**src/rtl/booth_pkg.sv**
```systemverilog
// Shared types and helpers for the radix-4 Booth multiplier family.
package booth_pkg;

  typedef enum logic [2:0] {ZERO, POS1, POS2, NEG1, NEG2} digit_t;

  typedef enum logic {IDLE, RUN} state_t;

  typedef struct packed {
    logic neg;
    logic two;
    logic zero;
  } booth_sel_t;

  localparam booth_sel_t SEL_ZERO = '{neg: 1'b0, two: 1'b0, zero: 1'b1};

  // Operand width after sign/zero extension, so the last triplet sees the extension bits.
  function automatic int ext_w(input int width);
    return width + 2;
  endfunction

endpackage

```
**src/rtl/booth_r4_recode.sv**
```systemverilog
// Radix-4 Booth digit recoder: multiplier triplet -> {neg, two, zero} and the
// inverted-or-plain partial product; the +1 of a negation is left to the adder's carry-in.
module booth_r4_recode
  import booth_pkg::*;
#(
  parameter int WIDTH = 224
) (
  input  logic [2:0]              trip,
  input  logic [ext_w(WIDTH)-1:0] m,
  output booth_sel_t              sel,
  output logic [ext_w(WIDTH):0]   pp
);

  localparam int EXT = ext_w(WIDTH);

  digit_t     digit;
  logic [EXT:0] mag;

  always_comb begin
    unique case (trip)
      3'b000, 3'b111: digit = ZERO;
      3'b001, 3'b010: digit = POS1;
      3'b011:         digit = POS2;
      3'b100:         digit = NEG2;
      default:        digit = NEG1;
    endcase
  end

  always_comb begin
    sel.neg  = (digit == NEG1) || (digit == NEG2);
    sel.two  = (digit == POS2) || (digit == NEG2);
    sel.zero = (digit == ZERO);
    if (sel.zero) begin
      mag = '0;
    end else if (sel.two) begin
      mag = {m, 1'b0};
    end else begin
      mag = {m[EXT-1], m};
    end
    pp = mag ^ {(EXT + 1){sel.neg}};
  end

endmodule

```
**src/rtl/booth_r4_seq.sv**
```systemverilog
// Sequential radix-4 Booth multiplier, WIDTH x WIDTH -> 2*WIDTH over WIDTH/2+1 steps,
// with start/busy/done handshake and signed/unsigned operand extension at capture.
module booth_r4_seq
  import booth_pkg::*;
#(
  parameter int WIDTH = 224,
  parameter int CNT_W = $clog2(WIDTH / 2 + 2)
) (
  input  logic                 clk,
  input  logic                 rst,
  input  logic                 start,
  input  logic                 signed_mode,
  input  logic [WIDTH-1:0]     a,
  input  logic [WIDTH-1:0]     b,
  output logic                 busy,
  output logic                 done,
  output logic [2*WIDTH-1:0]   c
);

  localparam int EXT     = ext_w(WIDTH);
  localparam int ACC_W   = EXT + 1;
  localparam int N_STEPS = WIDTH / 2 + 1;
  localparam logic [CNT_W-1:0] LAST = CNT_W'(N_STEPS - 1);

  state_t               state_q, state_d;
  logic [EXT-1:0]       m_q, m_d;
  logic [EXT-1:0]       mul_q, mul_d;
  logic [ACC_W-1:0]     acc_q, acc_d;
  logic                 prev_q, prev_d;
  logic [CNT_W-1:0]     cnt_q, cnt_d;
  logic [2*WIDTH-1:0]   c_q, c_d;
  logic                 done_q, done_d;

  booth_sel_t           sel;
  logic [ACC_W-1:0]     pp;
  logic [ACC_W-1:0]     sum;
  logic [ACC_W-1:0]     acc_sh;
  logic [EXT-1:0]       mul_sh;

  booth_r4_recode #(.WIDTH(WIDTH)) u_recode (
    .trip ({mul_q[1:0], prev_q}),
    .m    (m_q),
    .sel  (sel),
    .pp   (pp)
  );

  always_ff @(posedge clk or posedge rst) begin
    if (rst) begin
      state_q <= IDLE;
    end else begin
      state_q <= state_d;
    end
  end

  always_comb begin
    state_d = state_q;
    unique case (state_q)
      IDLE:    if (start) state_d = RUN;
      RUN:     if (cnt_q == LAST) state_d = IDLE;
      default: state_d = IDLE;
    endcase
  end

  always_comb begin
    busy = (state_q == RUN);
    done = done_q;
    c    = c_q;
  end

  // One step: add the recoded partial product, then shift the {acc, multiplier} pair right by 2.
  always_comb begin
    sum    = (sel == SEL_ZERO) ? acc_q : acc_q + pp + ACC_W'(sel.neg);
    acc_sh = {{2{sum[ACC_W-1]}}, sum[ACC_W-1:2]};
    mul_sh = {sum[1:0], mul_q[EXT-1:2]};

    m_d    = m_q;
    mul_d  = mul_q;
    acc_d  = acc_q;
    prev_d = prev_q;
    cnt_d  = cnt_q;
    c_d    = c_q;
    done_d = 1'b0;

    unique case (state_q)
      IDLE: begin
        if (start) begin
          m_d    = {{2{signed_mode & a[WIDTH-1]}}, a};
          mul_d  = {{2{signed_mode & b[WIDTH-1]}}, b};
          acc_d  = '0;
          prev_d = 1'b0;
          cnt_d  = '0;
        end
      end
      RUN: begin
        acc_d  = acc_sh;
        mul_d  = mul_sh;
        prev_d = mul_q[1];
        cnt_d  = cnt_q + CNT_W'(1);
        if (cnt_q == LAST) begin
          c_d    = {acc_sh[WIDTH-3:0], mul_sh};
          done_d = 1'b1;
          cnt_d  = '0;
        end
      end
      default: ;
    endcase
  end

  always_ff @(posedge clk or posedge rst) begin
    if (rst) begin
      m_q    <= '0;
      mul_q  <= '0;
      acc_q  <= '0;
      prev_q <= 1'b0;
      cnt_q  <= '0;
      c_q    <= '0;
      done_q <= 1'b0;
    end else begin
      m_q    <= m_d;
      mul_q  <= mul_d;
      acc_q  <= acc_d;
      prev_q <= prev_d;
      cnt_q  <= cnt_d;
      c_q    <= c_d;
      done_q <= done_d;
    end
  end

endmodule
```
**config.mk**
```make
export PLATFORM = sky130hd
export DESIGN_NAME = booth_r4_seq
export DESIGN_NICKNAME = d
export VERILOG_FILES = /design/src/rtl/booth_pkg.sv /design/src/rtl/booth_r4_recode.sv /design/src/rtl/booth_r4_seq.sv
export SDC_FILE = /design/constraint.sdc
export NUM_CORES = 2
export LEC_CHECK = 0
export CAP_MARGIN = 0
export CORE_UTILIZATION = 45
export DETAILED_ROUTE_END_ITERATION = 8
export PLACE_DENSITY = 0.67
export SYNTH_ARGS = -nofsm -noshare
export SYNTH_HDL_FRONTEND = slang
export SYNTH_SLANG_ARGS = --single-unit
export TNS_END_PERCENT = 100
```
**constraint.sdc**
```tcl
create_clock -name clk -period 79.8 [get_ports clk]
set_clock_uncertainty 0.2 [all_clocks]
set_input_delay 15.96 -clock clk [delete_from_list [all_inputs] [get_ports clk]]
set_output_delay 15.96 -clock clk [all_outputs]
set_load 0.03 [all_outputs]
```
==> flow_summary.toml <==
[timing]
clock.fmax_ghz = 0.0528
fin_crit_ps = 18930
rsz0062_at_grt = "no"
setup_tns_ps = 0
setup_viol = 0
slew_viol_final = 0
post-route-period-util_pct = 23.7
slew_headroom_pct = 3.73
finalHoldViolCount = 0
tightest_slew_ps = 1430

[synth]
synth.top_cell.area_share_pct = 41.7
ys_ff_latch = 1134
post_synth.cell_area_avg_um2 = 8.01
synth-adder-area-share_pct = 4.73
syn_inst = 8498
yosysWarnings = 0
synth.area.top_cells = "dfrtp_1 (42%), nand2_1 (16%), o21ai_0 (5.8%), ha_1 (4.7%), xnor2_1 (4.6%)"
synthArstFlopShare_pct = 100
synth_xor_xnor_area_share_pct = 5.78
synthDistinctLibCells = 106
synth.cell_area_mm2 = 0.0681
yosys.area_share.simple_pct = 21.7
yosys.area.top_type = "dfrtp_1"
yosys-mux-area-fraction_pct = 3.70
synth_edf_count = 0
synth-seq-area-share_pct = 41.7
synth-main-ff-cell = "dfrtp_1"
synth_nets = 9207
synth_top_family_by_area = "simple AND/OR/NAND/NOR gates"
synth_compound_area_share_pct = 19.0

[min_path]
hp-class = "reg2reg"

[critical_path]
path_common_cell = "buf_4"
criticalPathCategory = "in2async"
cp_max_fo = 132
startpoint_type = "input port"
path_cells = "clkdlybuf4s50_1, inv_8, buf_12, buf_4, buf_4"
cp.required_ps = 80410
worstPathArrival_ps = 19530
worst_setup_path_end_kind = "asynchronous set/reset pin"
critical_path.max_stage_delay_ps = 780
crit_slowest_cell = "buf_4"

[run_status]
status = "complete, no violations"

[routing]
drtAntennaViolNets = 0
dr.pass1.iters = 9
wirelength_um = 270000
vias = 65141
drc = 0
vias_per_cell = 5.81
wl_per_cell_um = 24.1
drt_iter0_drc = 6471

[cts]
post_cts_buffers = 0
clk_latency_ps = 800
cts_tree = "yes"
clock-root-buffer = "clkbuf_16"
cts_max_path_buffers = 3
cts_made_buffers = 133
clk_pin_slew_ps = 50
clock_sinks = 1134
htree_levels = 4
cts_resized = 0
ctsHoldBuffers = 0

[die]
core_mm2 = 0.150
fp.dieW_um = 391
core.rowCount = 142
die_h_um = 391
dieArea_mm2 = 0.153
start_util_pct = 45.4
io_pins = 902

[grt]
overflow = 0
grt_pass1_wl_um = 401000
grtUsageTotal_pct = 34.5
grt_pass1_vias = 62077
antenna_found_initial = 33
grt_max_degree = 207

[placed_design]
place_hpwl_um = 203000
place_congestion = 0.994
port_buffers = 901

[cells_and_area]
area_growth_pct = 21.4
final_nets = 9795
final_common_cell = "nand2_1"
final_cell_mix = "nand2_1 (2954), dfrtp_1 (1132), clkdlybuf4s50_1 (900)"
drive_gt1_share_pct = 3.87

[run]
max-cap-violations = 0
-- logic make-up after synthesis --
family | Yosys count
simple gates | 3703
compound gates | 2090
flops | 1134
buf+inv | 614
xor+xnor | 449
fa+ha+maj | 257
mux | 251
-- synth_stat cells, types with 9 or more instances --
cell / count
a31oi_1: 46
clkbuf_1: 445
nor2_1: 348
nand2_1: 2957
o21ai_0: 783
a21o_1: 89
and3_1: 23
and2_1: 9
ha_1: 256
o21a_1: 31
and4_1: 10
nand4_1: 117
buf_1: 52
nor3_1: 62
o21ai_1: 54
xor2_1: 90
dfrtp_1: 1134
o211ai_1: 19
o31ai_1: 14
mux2i_1: 244
or3_1: 11
inv_1: 100
a211oi_1: 17
a32oi_1: 12
o221ai_1: 229
nor2b_1: 12
nand3_1: 80
a22o_1: 34
a21boi_0: 20
nand2b_1: 13
o21bai_1: 72
xnor2_1: 359
a21oi_1: 530
buf_2: 15
a22oi_1: 12
nor4_1: 24
a222oi_1: 14
-- area by class of cell --
cell class	count	area, µm²
Timing Repair Buffer	966	9600
Sequential cell	1134	28400
Antenna cell	18	45.0
Tap cell	2016	2520
Multi-Input combinational cell	6750	37400
Fill cell	14099	67300
Clock buffer	179	3700
Clock inverter	53	591
Inverter	101	398
-- state kept, by name, indices dropped and copies added (netlist names) --
register  cells
prev_q        1
m_q         225
mul_q       226
cnt_q         7
c           448
done          1
acc_q       225
busy          1
-- metrics by stage --
stage                     worst slack (ps)  hold slack (ps)  std cells  util, %  instance area (µm²)
final                                60870              271      11217     55.1                82700
after CTS                            60890              275      11199     55.1                82600
after floorplan                      31700              253       8498        -                68100
after detailed placement             60040              261      10967     52.3                78400
after global placement               60120              258      10967     52.3                78400
after global routing                 60400              288      11215     55.1                82700
-- critical path: cells and delay by family --
kind / cells / cell delay (ps)
buffers and inverters: 5 / 3060
-- path summary, 6_finish.rpt --
kind | from | to | slack (ps) | cells after the start
max | rst | m_q[136] | 60870 | 5
min | c[13] | c[13] | 270 | 2
max reg2reg | mul_q[1] | acc_q[146] | 71490 | 18
min reg2reg | c[13] | c[13] | 270 | 2
max in group clk | start | m_q[82] | 61160 | 7
min in group asynchronous | rst | mul_q[6] | 15520 | 2
-- layer usage --
layer / track usage, % / share of wire, % / up-vias
li1: - / - / 30385
met1: 48.5 / 44 / 31792
met2: 52.1 / 44 / 2503
met3: 8.03 / 8.6 / 439
met4: 11.3 / 3.3 / 22
met5: 0 / 0.045 / -
Power is left out: the tool's default activity adds up to more than one toggle a clock period on the data nets, which glitch-free logic cannot reach.
